==> config.mk <==
export PLATFORM = sky130hd
export DESIGN_NAME = fetch_unit_flat
export DESIGN_NICKNAME = d
export VERILOG_FILES = /design/src/rtl/fetch_pkg.sv /design/src/rtl/fetch_if.sv /design/src/rtl/fetch_queue.sv /design/src/rtl/fetch_unit.sv /design/src/flat_wrapper.sv
export SDC_FILE = /design/constraint.sdc
export NUM_CORES = 1
export LEC_CHECK = 0
export CORE_ASPECT_RATIO = 1.1
export CORE_UTILIZATION = 55
export CTS_BUF_LIST = sky130_fd_sc_hd__clkbuf_4 sky130_fd_sc_hd__clkbuf_8 sky130_fd_sc_hd__clkbuf_16
export DETAILED_ROUTE_END_ITERATION = 7
export DONT_BUFFER_PORTS = 1
export GPL_ROUTABILITY_DRIVEN = 0
export PLACE_DENSITY = 0.71
export SETUP_SLACK_MARGIN = 0.05
export SLEW_MARGIN = 15
export SYNTH_ARGS = -nofsm -noshare
export SYNTH_HDL_FRONTEND = slang
export SYNTH_SLANG_ARGS = --single-unit
==> constraint.sdc <==
create_clock -name clk -period 10.73 [get_ports clk]
set_input_delay 2.6825 -clock clk [delete_from_list [all_inputs] [get_ports clk]]
set_output_delay 2.6825 -clock clk [all_outputs]
set_load 0.03 [all_outputs]
==> src/rtl/fetch_pkg.sv <==
// Shared types and constants for the instruction fetch stage.
package fetch_pkg;

  localparam int XLEN        = 32;
  localparam int INSTR_BYTES = 4;

  typedef enum logic {
    BOOT = 1'b0,
    RUN  = 1'b1
  } fetch_state_t;

  typedef struct packed {
    logic [XLEN-1:0] pc;
    logic [XLEN-1:0] instr;
  } fetch_entry_t;

  // Sequential instruction address; wraps naturally at the top of the address space.
  function automatic logic [XLEN-1:0] next_pc(input logic [XLEN-1:0] pc);
    return pc + XLEN'(INSTR_BYTES);
  endfunction

endpackage

==> src/rtl/fetch_if.sv <==
// Fetch-stage bus: instruction memory request/response, redirect and decode handshake.
interface fetch_if;
  import fetch_pkg::*;

  logic            imem_req_valid;
  logic            imem_req_ready;
  logic [XLEN-1:0] imem_req_addr;
  logic            imem_rsp_valid;
  logic [XLEN-1:0] imem_rsp_data;
  logic            redirect_valid;
  logic [XLEN-1:0] redirect_pc;
  logic            dec_valid;
  logic            dec_ready;
  logic [XLEN-1:0] dec_instr;
  logic [XLEN-1:0] dec_pc;

  modport master (
    output imem_req_valid, imem_req_addr, dec_valid, dec_instr, dec_pc,
    input  imem_req_ready, imem_rsp_valid, imem_rsp_data, redirect_valid, redirect_pc, dec_ready
  );

  modport slave (
    input  imem_req_valid, imem_req_addr, dec_valid, dec_instr, dec_pc,
    output imem_req_ready, imem_rsp_valid, imem_rsp_data, redirect_valid, redirect_pc, dec_ready
  );

endinterface

==> src/rtl/fetch_queue.sv <==
// Small synchronous FIFO of fetched {pc, instr} entries with flush.
// A push is accepted on a full queue when a pop happens in the same cycle.
module fetch_queue
  import fetch_pkg::*;
#(
  parameter int DEPTH = 2
) (
  input  logic                       clk,
  input  logic                       reset,
  input  logic                       push,
  input  fetch_entry_t               push_entry,
  input  logic                       pop,
  input  logic                       flush,
  output fetch_entry_t               head,
  output logic                       full,
  output logic                       empty,
  output logic [$clog2(DEPTH+1)-1:0] count
);

  localparam int AW = $clog2(DEPTH);
  localparam int CW = $clog2(DEPTH + 1);

  fetch_entry_t    mem_reg [DEPTH];
  logic [AW-1:0]   rd_ptr_reg;
  logic [AW-1:0]   wr_ptr_reg;
  logic [CW-1:0]   count_reg;
  logic [DEPTH-1:0] slot_we;
  logic            do_push;
  logic            do_pop;

  assign empty   = (count_reg == '0);
  assign full    = (count_reg == CW'(DEPTH));
  assign do_pop  = pop && !empty;
  assign do_push = push && (!full || do_pop);

  for (genvar gi = 0; gi < DEPTH; gi++) begin : g_slot_we
    assign slot_we[gi] = do_push && !flush && (wr_ptr_reg == AW'(gi));
  end

  always_ff @(posedge clk) begin
    if (reset) begin
      for (int i = 0; i < DEPTH; i++) mem_reg[i] <= '0;
    end else begin
      for (int i = 0; i < DEPTH; i++) begin
        if (slot_we[i]) mem_reg[i] <= push_entry;
      end
    end
  end

  always_ff @(posedge clk) begin
    if (reset || flush) begin
      rd_ptr_reg <= '0;
      wr_ptr_reg <= '0;
      count_reg  <= '0;
    end else begin
      if (do_push) wr_ptr_reg <= wr_ptr_reg + 1'b1;
      if (do_pop)  rd_ptr_reg <= rd_ptr_reg + 1'b1;
      count_reg <= count_reg + CW'(do_push) - CW'(do_pop);
    end
  end

  assign head  = mem_reg[rd_ptr_reg];
  assign count = count_reg;

endmodule

==> src/rtl/fetch_unit.sv <==
// Instruction fetch stage: owns the fetch PC, issues imem requests and queues responses for decode.
// Build option FETCH_BYPASS_EN forwards a response straight to decode when the queue is empty.
module fetch_unit
  import fetch_pkg::*;
#(
  parameter logic [XLEN-1:0] RESET_PC        = 32'h0000_0000,
  parameter int              QUEUE_DEPTH     = 2,
  parameter int              MAX_OUTSTANDING = 2
) (
  input logic     clk,
  input logic     reset,
  fetch_if.master bus
);

  localparam int              OW         = $clog2(MAX_OUTSTANDING + 1);
  localparam int              CW         = $clog2(QUEUE_DEPTH + 1);
  localparam logic [XLEN-1:0] ALIGN_MASK = ~XLEN'(INSTR_BYTES - 1);

  fetch_state_t    state_reg, state_next;
  logic [XLEN-1:0] fetch_pc_reg, fetch_pc_next;
  logic [XLEN-1:0] rsp_pc_reg, rsp_pc_next;
  // total counts every unanswered request; drop counts those already written off by a redirect
  logic [OW-1:0]   total_reg, total_next;
  logic [OW-1:0]   drop_reg, drop_next;
  logic [OW-1:0]   live_count;
  logic [XLEN-1:0] redirect_target;
  logic            req_valid, req_accept, rsp_keep, bypass_hit;
  logic            q_push, q_pop, q_full, q_empty;
  logic [CW-1:0]   q_count;
  fetch_entry_t    q_head, rsp_entry;

  assign live_count      = total_reg - drop_reg;
  assign redirect_target = bus.redirect_pc & ALIGN_MASK;
  assign req_accept      = req_valid && bus.imem_req_ready;
  assign rsp_keep        = bus.imem_rsp_valid && !bus.redirect_valid && (drop_reg == '0);
  assign rsp_entry       = '{pc: rsp_pc_reg, instr: bus.imem_rsp_data};

`ifdef FETCH_BYPASS_EN
  assign bypass_hit = rsp_keep && q_empty;
`else
  assign bypass_hit = 1'b0;
`endif

  // A bypassed entry consumed by decode this cycle never enters the queue.
  assign q_push = rsp_keep && !(bypass_hit && bus.dec_ready);
  assign q_pop  = !bus.redirect_valid && !q_empty && bus.dec_ready;

  fetch_queue #(.DEPTH(QUEUE_DEPTH)) u_queue (
    .clk        (clk),
    .reset      (reset),
    .push       (q_push),
    .push_entry (rsp_entry),
    .pop        (q_pop),
    .flush      (bus.redirect_valid),
    .head       (q_head),
    .full       (q_full),
    .empty      (q_empty),
    .count      (q_count)
  );

  always_ff @(posedge clk) begin
    if (reset) state_reg <= BOOT;
    else       state_reg <= state_next;
  end

  always_comb begin
    state_next = state_reg;
    case (state_reg)
      BOOT:    state_next = RUN;
      RUN:     state_next = RUN;
      default: state_next = BOOT;
    endcase
  end

  always_comb begin
    req_valid         = 1'b0;
    bus.imem_req_addr = reset ? RESET_PC : fetch_pc_reg;
    bus.dec_valid     = 1'b0;
    bus.dec_instr     = '0;
    bus.dec_pc        = '0;
    // In-flight live requests reserve queue slots so every kept response has room.
    if (!reset && state_reg == RUN && !bus.redirect_valid
        && (32'(live_count) + 32'(q_count) < QUEUE_DEPTH)
        && (32'(total_reg) < MAX_OUTSTANDING)) begin
      req_valid = 1'b1;
    end
    if (!reset) begin
      bus.dec_valid = !q_empty || bypass_hit;
      if (bypass_hit) begin
        bus.dec_instr = rsp_entry.instr;
        bus.dec_pc    = rsp_entry.pc;
      end else begin
        bus.dec_instr = q_head.instr;
        bus.dec_pc    = q_head.pc;
      end
    end
  end

  assign bus.imem_req_valid = req_valid;

  always_comb begin
    fetch_pc_next = fetch_pc_reg;
    rsp_pc_next   = rsp_pc_reg;
    total_next    = total_reg + OW'(req_accept) - OW'(bus.imem_rsp_valid);
    drop_next     = drop_reg;
    if (bus.redirect_valid) begin
      fetch_pc_next = redirect_target;
      rsp_pc_next   = redirect_target;
      drop_next     = total_next;
    end else begin
      if (req_accept) fetch_pc_next = next_pc(fetch_pc_reg);
      if (bus.imem_rsp_valid && drop_reg != '0) drop_next = drop_reg - 1'b1;
      if (rsp_keep) rsp_pc_next = next_pc(rsp_pc_reg);
    end
  end

  always_ff @(posedge clk) begin
    if (reset) begin
      fetch_pc_reg <= RESET_PC;
      rsp_pc_reg   <= RESET_PC;
      total_reg    <= '0;
      drop_reg     <= '0;
    end else begin
      fetch_pc_reg <= fetch_pc_next;
      rsp_pc_reg   <= rsp_pc_next;
      total_reg    <= total_next;
      drop_reg     <= drop_next;
    end
  end

  a_rsp_has_request: assert property (@(posedge clk) disable iff (reset)
    bus.imem_rsp_valid |-> (total_reg != '0));

  a_queue_no_overflow: assert property (@(posedge clk) disable iff (reset)
    q_push |-> (!q_full || q_pop));

endmodule

==> src/flat_wrapper.sv <==
// flat-port wrapper written by rule: the top's interface ports become plain ports
module fetch_unit_flat import fetch_pkg::*;
#(
  parameter logic [XLEN-1:0] RESET_PC        = 32'h0000_0000,
  parameter int              QUEUE_DEPTH     = 2,
  parameter int              MAX_OUTSTANDING = 2
)
  (clk, reset, bus_imem_req_valid, bus_imem_req_addr, bus_dec_valid, bus_dec_instr, bus_dec_pc, bus_imem_req_ready, bus_imem_rsp_valid, bus_imem_rsp_data, bus_redirect_valid, bus_redirect_pc, bus_dec_ready);
  fetch_if bus_i ();
  input logic clk;
  input logic reset;
  output wire logic [$bits(bus_i.imem_req_valid)-1:0] bus_imem_req_valid;
  output wire logic [$bits(bus_i.imem_req_addr)-1:0] bus_imem_req_addr;
  output wire logic [$bits(bus_i.dec_valid)-1:0] bus_dec_valid;
  output wire logic [$bits(bus_i.dec_instr)-1:0] bus_dec_instr;
  output wire logic [$bits(bus_i.dec_pc)-1:0] bus_dec_pc;
  input wire logic [$bits(bus_i.imem_req_ready)-1:0] bus_imem_req_ready;
  input wire logic [$bits(bus_i.imem_rsp_valid)-1:0] bus_imem_rsp_valid;
  input wire logic [$bits(bus_i.imem_rsp_data)-1:0] bus_imem_rsp_data;
  input wire logic [$bits(bus_i.redirect_valid)-1:0] bus_redirect_valid;
  input wire logic [$bits(bus_i.redirect_pc)-1:0] bus_redirect_pc;
  input wire logic [$bits(bus_i.dec_ready)-1:0] bus_dec_ready;
  assign bus_imem_req_valid = bus_i.imem_req_valid;
  assign bus_imem_req_addr = bus_i.imem_req_addr;
  assign bus_dec_valid = bus_i.dec_valid;
  assign bus_dec_instr = bus_i.dec_instr;
  assign bus_dec_pc = bus_i.dec_pc;
  assign bus_i.imem_req_ready = bus_imem_req_ready;
  assign bus_i.imem_rsp_valid = bus_imem_rsp_valid;
  assign bus_i.imem_rsp_data = bus_imem_rsp_data;
  assign bus_i.redirect_valid = bus_redirect_valid;
  assign bus_i.redirect_pc = bus_redirect_pc;
  assign bus_i.dec_ready = bus_dec_ready;
  fetch_unit #(.RESET_PC(RESET_PC), .QUEUE_DEPTH(QUEUE_DEPTH), .MAX_OUTSTANDING(MAX_OUTSTANDING)) u_core (.clk(clk), .reset(reset), .bus(bus_i));
endmodule
Yosys cells after proc, flatten, opt, wreduce, memory -nomap -nowiden
Memories as Yosys holds them, arrays and structs flattened. A register that Yosys moved wholly into a read port is not among the register bits.
Index checks and enable logic that the tools add are counted.
{"block": "classes", "mux": 24, "add_sub_neg": 11, "eq_ne": 1, "magnitude_cmp": 2, "bitwise_logic": 3, "n_reduce_logical": 28}
{"operator": "32-bit two-way mux", "count": 7}
{"operator": "64-bit two-way mux", "count": 2}
{"operator": "32-bit by 3-bit adder with 32-bit output, second input constant", "count": 2}
{"operator": "32-bit by 2-bit < comparator with 1-bit output, second input constant", "count": 1}
{"operator": "1-bit logical AND", "count": 15}
{"operator": "1-bit two-way mux", "count": 13}
{"operator": "2-bit nonzero test", "count": 4}
{"operator": "2-bit by 1-bit adder with 2-bit output", "count": 2}
{"operator": "1-bit zero test", "count": 4}
{"operator": "2-bit zero test", "count": 2}
{"operator": "2-bit two-way mux", "count": 2}
{"operator": "2-bit by 1-bit subtractor with 2-bit output", "count": 2}
{"operator": "2-bit by 2-bit adder with 3-bit output", "count": 1}
{"operator": "1-bit adder, second input constant", "count": 2}
{"operator": "2-bit equality test, second input constant", "count": 1}
{"operator": "1-bit logical OR", "count": 2}
{"operator": "2-bit < comparator, second input constant", "count": 1}
{"operator": "1-bit OR", "count": 2}
{"operator": "2-bit OR reduction", "count": 1}
{"operator": "2-bit by 1-bit subtractor with 2-bit output, second input constant", "count": 1}
{"operator": "2-bit subtractor", "count": 1}
{"operator": "1-bit NOT", "count": 1}
{"block": "word_totals", "ram_bits": 128, "ff_bits": 73, "wordCells": 80, "output_inout_bits": 98, "n_memories": 1}
{"memory": "u_core.u_queue.mem_reg", "depth": 2, "word_bits": 64, "rd": 1, "rd_ports_with_merged_regs": 1, "wr": 2, "line": "fetch_queue.sv:23", "source": "fetch_entry_t mem_reg [DEPTH];"}

Logic depth before layout (Yosys ltp)
{"block": "logic_depth", "word_depth": 13, "ltp_mapped": 15}

By module
From an unflattened synthesis, not the netlist that was laid out.
{"block": "unflattened", "hier_cells": 827, "area_unflattened_um2": 9625.5}
{"module": "fetch_queue", "cells_each": 302, "area_per_inst_um2": 5368.9, "seq_area_each_um2": 3943.8, "instances": 1}
{"module": "fetch_unit", "cells_each": 525, "area_per_inst_um2": 4256.6, "seq_area_each_um2": 1301.2, "instances": 1}

Worst setup path after synthesis
Ideal clock, no wire load.
{"block": "synth_path", "kind": "input to register", "start": "in bus_imem_rsp_valid", "end": "mem u_core.u_queue.mem_reg[0][0] (netlist bit), enable pin", "path_buffers": 1, "stages": 4, "slack_ps": 2425, "setup_ps": 568, "arrival_time_ps": 7737, "path_cell_list": "nand2_1 -> or3_1 -> buf_1 -> o21ai_0"}
{"item": "start, declared", "line": "flat_wrapper.sv:18", "source": "input wire logic [$bits(bus_i.imem_rsp_valid)-1:0] bus_imem_rsp_valid;"}
{"item": "end, declared", "line": "fetch_queue.sv:23"}

Worst setup path after layout
{"block": "layout_path", "start": "in reset", "end": "out bus_imem_req_valid"}
{"block": "layout_between", "elab_chain_cells": 6}
{"item": "start, declared", "line": "flat_wrapper.sv:11", "source": "input logic reset;"}
{"item": "1-bit zero test", "line": "fetch_unit.sv:82", "source": "if (!reset && state_reg == RUN && !bus.redirect_valid"}
{"item": "1-bit logical AND (2 in a row)", "line": "fetch_unit.sv:82"}
{"item": "1-bit logical AND", "line": "fetch_unit.sv:83", "source": "&& (32'(live_count) + 32'(q_count) < QUEUE_DEPTH)"}
{"item": "1-bit logical AND", "line": "fetch_unit.sv:84", "source": "&& (32'(total_reg) < MAX_OUTSTANDING)) begin"}
{"item": "1-bit two-way mux", "line": "fetch_unit.sv:82"}
{"item": "end, declared", "line": "flat_wrapper.sv:12", "source": "output wire logic [$bits(bus_i.imem_req_valid)-1:0] bus_imem_req_valid;"}
Every way passes these cells.

==> impl_table.tex <==
\begin{tabular}{lr}
\hline
Metric & Value \\
\hline
\multicolumn{2}{l}{\textbf{STA}} \\
Worst Max-Slew Pin Slew & 1.09 ns \\
Period Utilization, post-route & 58.7\% \\
Smallest setup slack after layout & 4.43 ns \\
Final count of pins violating max slew & 0 \\
Final critical-path required period & 6.30 ns \\
Headroom to the max-slew limit & 27.2\% \\
Unrepaired setup endpoints after global routing & false \\
Total count of hold-check failures in the final report & 0 \\
Fmax & 0.159 GHz \\
Fin Clk Skew & 0.00922 ns \\
\# setup viols final & 0 \\
Setup TNS & 0 ns \\
Final hold slack & 0.515 ns \\
\multicolumn{2}{l}{\textbf{Drt}} \\
Post-Route WL & 19.0 mm \\
Vias post-DR & 5,990 \\
DR DRC count & 0 \\
First drt pass iteration count & 4 \\
Iteration-0 DRC count of the detailed router & 532 \\
Vias per inst & 5.88 \\
Post-DR wirelength/cell & 18.6 um \\
Number of nets with antenna violations after routing & 0 \\
\multicolumn{2}{l}{\textbf{Worst setup path}} \\
Critical setup path kind & primary input to primary output \\
Worst-path cell with the longest stage delay & nor2\_1 \\
Startpoint type of the worst setup path & primary input \\
Data arrival time of the critical path & 3.62 ns \\
Worst path top cell family by delay & simple AND/OR/NAND/NOR gates \\
Buf+Inv Stages, Crit Path & 0 \\
List of cells traversed by the critical path & or2\_2 -> nor2\_1 \\
Delay contributed by the slowest stage of the critical path & 0.53 ns \\
Worst EP required & 8.05 ns \\
Crit path capture type & primary output \\
Critical path fanouts, max & 134 \\
\multicolumn{2}{l}{\textbf{Final layout}} \\
Fraction of final layout cells with drive strength greater than 1 & 6.23\% \\
Register area & 0.00513 mm2 \\
Commonest non-fill, non-tap cells in the layout & edfxtp\_1, nor2\_1, dfxtp\_1 \\
Combined area of the multi-input logic cells & 0.00371 mm2 \\
\# fillers & 1,258 \\
Diode count & 0 \\
Final layout net count & 885 \\
P\&R area growth vs syn & 7.35\% \\
Layout Utilization & 61.4\% \\
Area of all placed cells without fillers & 0.00977 mm2 \\
Most common cell after layout, fill and taps aside & edfxtp\_1 \\
Largest register FFs & 124 \\
\multicolumn{2}{l}{\textbf{Floorplanning}} \\
Die Ht & 137 um \\
Area of the core region & 0.0159 mm2 \\
Effective utilization at floorplan & 57.2\% \\
Rows & 48 \\
DIE AREA & 0.0171 mm2 \\
Chip Width & 125 um \\
I/O Pins & 168 \\
\multicolumn{2}{l}{\textbf{GRT}} \\
Routing usage on met1 & 28.7\% \\
Most utilized layer in the global route result & met2 \\
Number of global-route vias before repair & 5,942 \\
Global-route wire length before repair & 30.5 mm \\
GR met2 Demand/Resource & 37.0\% \\
Routing usage on met3 & 5.86\% \\
Pin count of the biggest net entering global routing & 135 \\
Number of antenna violations at the first check in global routing & 0 \\
GRT Resource Usage Total & 22.7\% \\
Remaining global-route overflow & 0 \\
\multicolumn{2}{l}{\textbf{Synthesis}} \\
Post-Synth XOR/XNOR Area & 5.39\% \\
Number of instances in the synthesized netlist & 830 \\
Flop and latch count out of synthesis & 194 \\
Seq/Total Area, Yosys & 56.3\% \\
Main combinational cell family by area after synthesis & simple AND/OR/NAND/NOR gates \\
Complex-gate fraction of the synthesized area & 7.04\% \\
Synthesized area per cell & 11.0 um2 \\
Simple-gate portion of the synthesized area & 19.4\% \\
Mux contribution to synthesized area & 7.05\% \\
Dominant register cell in the synthesized netlist & edfxtp\_1 \\
Total number of yosys warnings & 0 \\
Adder and majority cell fraction of the synthesized area & 1.32\% \\
Async SR Flop Fraction & 0\% \\
Post-synth cell types & 55 \\
Post-synth EDFFs & 124 \\
Synth Cell Area & 0.00910 mm2 \\
\multicolumn{2}{l}{\textbf{Min path}} \\
Worst hold path type & flip-flop to flip-flop \\
\multicolumn{2}{l}{\textbf{Clock network}} \\
Post-CTS Setup Bufs & 0 \\
CTS clock-pin slew for the worst setup and hold paths & 0.07 ns \\
Clock Root Buffer & clkbuf\_16 \\
CTS tree & done \\
H-Tree Depth & 4 \\
Number of cells upsized or downsized after cts & 0 \\
Clock tree sinks & 194 \\
Hold Buf Count CTS & 0 \\
Clock latency at the later pin of the worst-skew pair & 0.43 ns \\
Max Root-Sink Buffers & 2 \\
TritonCTS Buffers & 17 \\
\multicolumn{2}{l}{\textbf{Power and ir drop}} \\
Largest voltage drop on the vdd net & 0.000112 V \\
Static leakage power & 3.33 nW \\
Power Dens Cells & 169 mW/mm2 \\
\multicolumn{2}{l}{\textbf{Place}} \\
Port Buffers & 0 \\
Pre-CTS setup slack & 4.44 ns \\
Instance area at placement & 0.00921 mm2 \\
Final HPWL from detailed placement & 12.5 mm \\
\multicolumn{2}{l}{\textbf{Job}} \\
Number of maximum-capacitance violations & 0 \\
\multicolumn{2}{l}{\textbf{Status}} \\
Status & finished, final reports clean \\
\hline
\end{tabular}
power breakdown:
group	total [mW]	internal (mW)	leakage, nW	switching (mW)
Sequential	0.879	0.848	1.87	0.0318
Clock	0.600	0.326	0.280	0.273
Combinational	0.172	0.0520	1.18	0.120
cell usage after synthesis, types with 2 or more instances:
library cell | n | area [um2]
a31oi_1 | 11 | 68.8
or3_1 | 4 | 25.0
o21a_1 | 10 | 75.1
nand2_1 | 36 | 135
buf_6 | 2 | 22.5
a21oi_1 | 20 | 100
ha_1 | 8 | 100
and4_1 | 4 | 35.0
dfxtp_1 | 70 | 1400
inv_1 | 24 | 90.1
clkbuf_1 | 33 | 124
o211ai_1 | 3 | 22.5
buf_4 | 4 | 30.0
edfxtp_1 | 124 | 3720
nor2_1 | 103 | 387
nor3_1 | 20 | 100
and3_1 | 8 | 50.1
o21ai_0 | 15 | 75.1
o311ai_0 | 2 | 17.5
nand2b_1 | 3 | 18.8
buf_1 | 10 | 37.5
o22ai_1 | 4 | 25.0
nand4_1 | 26 | 163
xor2_1 | 21 | 184
a21boi_1 | 5 | 37.5
a211oi_1 | 5 | 37.5
nand3_1 | 20 | 100
and2_1 | 56 | 350
nor2b_1 | 29 | 181
mux2i_1 | 63 | 631
a21boi_0 | 17 | 128
nor4_1 | 10 | 62.6
nor4_2 | 4 | 50.1
xnor2_1 | 35 | 307
final timing paths:
path	depth (start not counted)	slack (ns)	endpoint	start
max	2	4.43	bus_imem_req_valid	reset
min	2	0.52	u_core.u_queue.rd_ptr_reg$_SDFFE_PP0N_	u_core.u_queue.rd_ptr_reg$_SDFFE_PP0N_
max reg2reg	15	7.14	u_core.drop_reg[1]$_SDFFE_PP0P_	u_core.total_reg[0]$_SDFF_PP0_
min reg2reg	2	0.52	u_core.u_queue.rd_ptr_reg$_SDFFE_PP0N_	u_core.u_queue.rd_ptr_reg$_SDFFE_PP0N_
per-stage QoR:
step / std cells / power (mW)
2_1_floorplan: 833 / 1.04
3_3_place_gp: 987 / 1.06
3_5_place_dp: 987 / 1.07
4_1_cts: 1019 / 1.66
5_1_grt: 1019 / 1.71
6_report: 1019 / 1.65
logic make-up after synthesis:
logic type,after synthesis
AO/OA/AOI/OAI,98
XOR/XNOR,56
adder cells (fa/ha/maj),9
buffers and inverters,75
flip-flops,194
multiplexers,64
other,1
AND/OR/NAND/NOR,333
per-layer routing:
metal	vias up	routed length, um	share of wire [%]
li1	2897	-	-
met4	0	413	2.2
met2	207	9050	48
met1	2854	8090	43
met3	32	1420	7.5
met5	-	0	0
layout make-up:
class | instances | share of cell area (%)
clock inverters | 11 | 0.794
repair buffers | 4 | 0.307
well taps | 200 | 2.56
inverters | 25 | 0.960
clock buffers | 21 | 4.97
multi-input cells | 564 | 37.9
flip-flops and latches | 194 | 52.5
(Power assumes the default switching activity.)
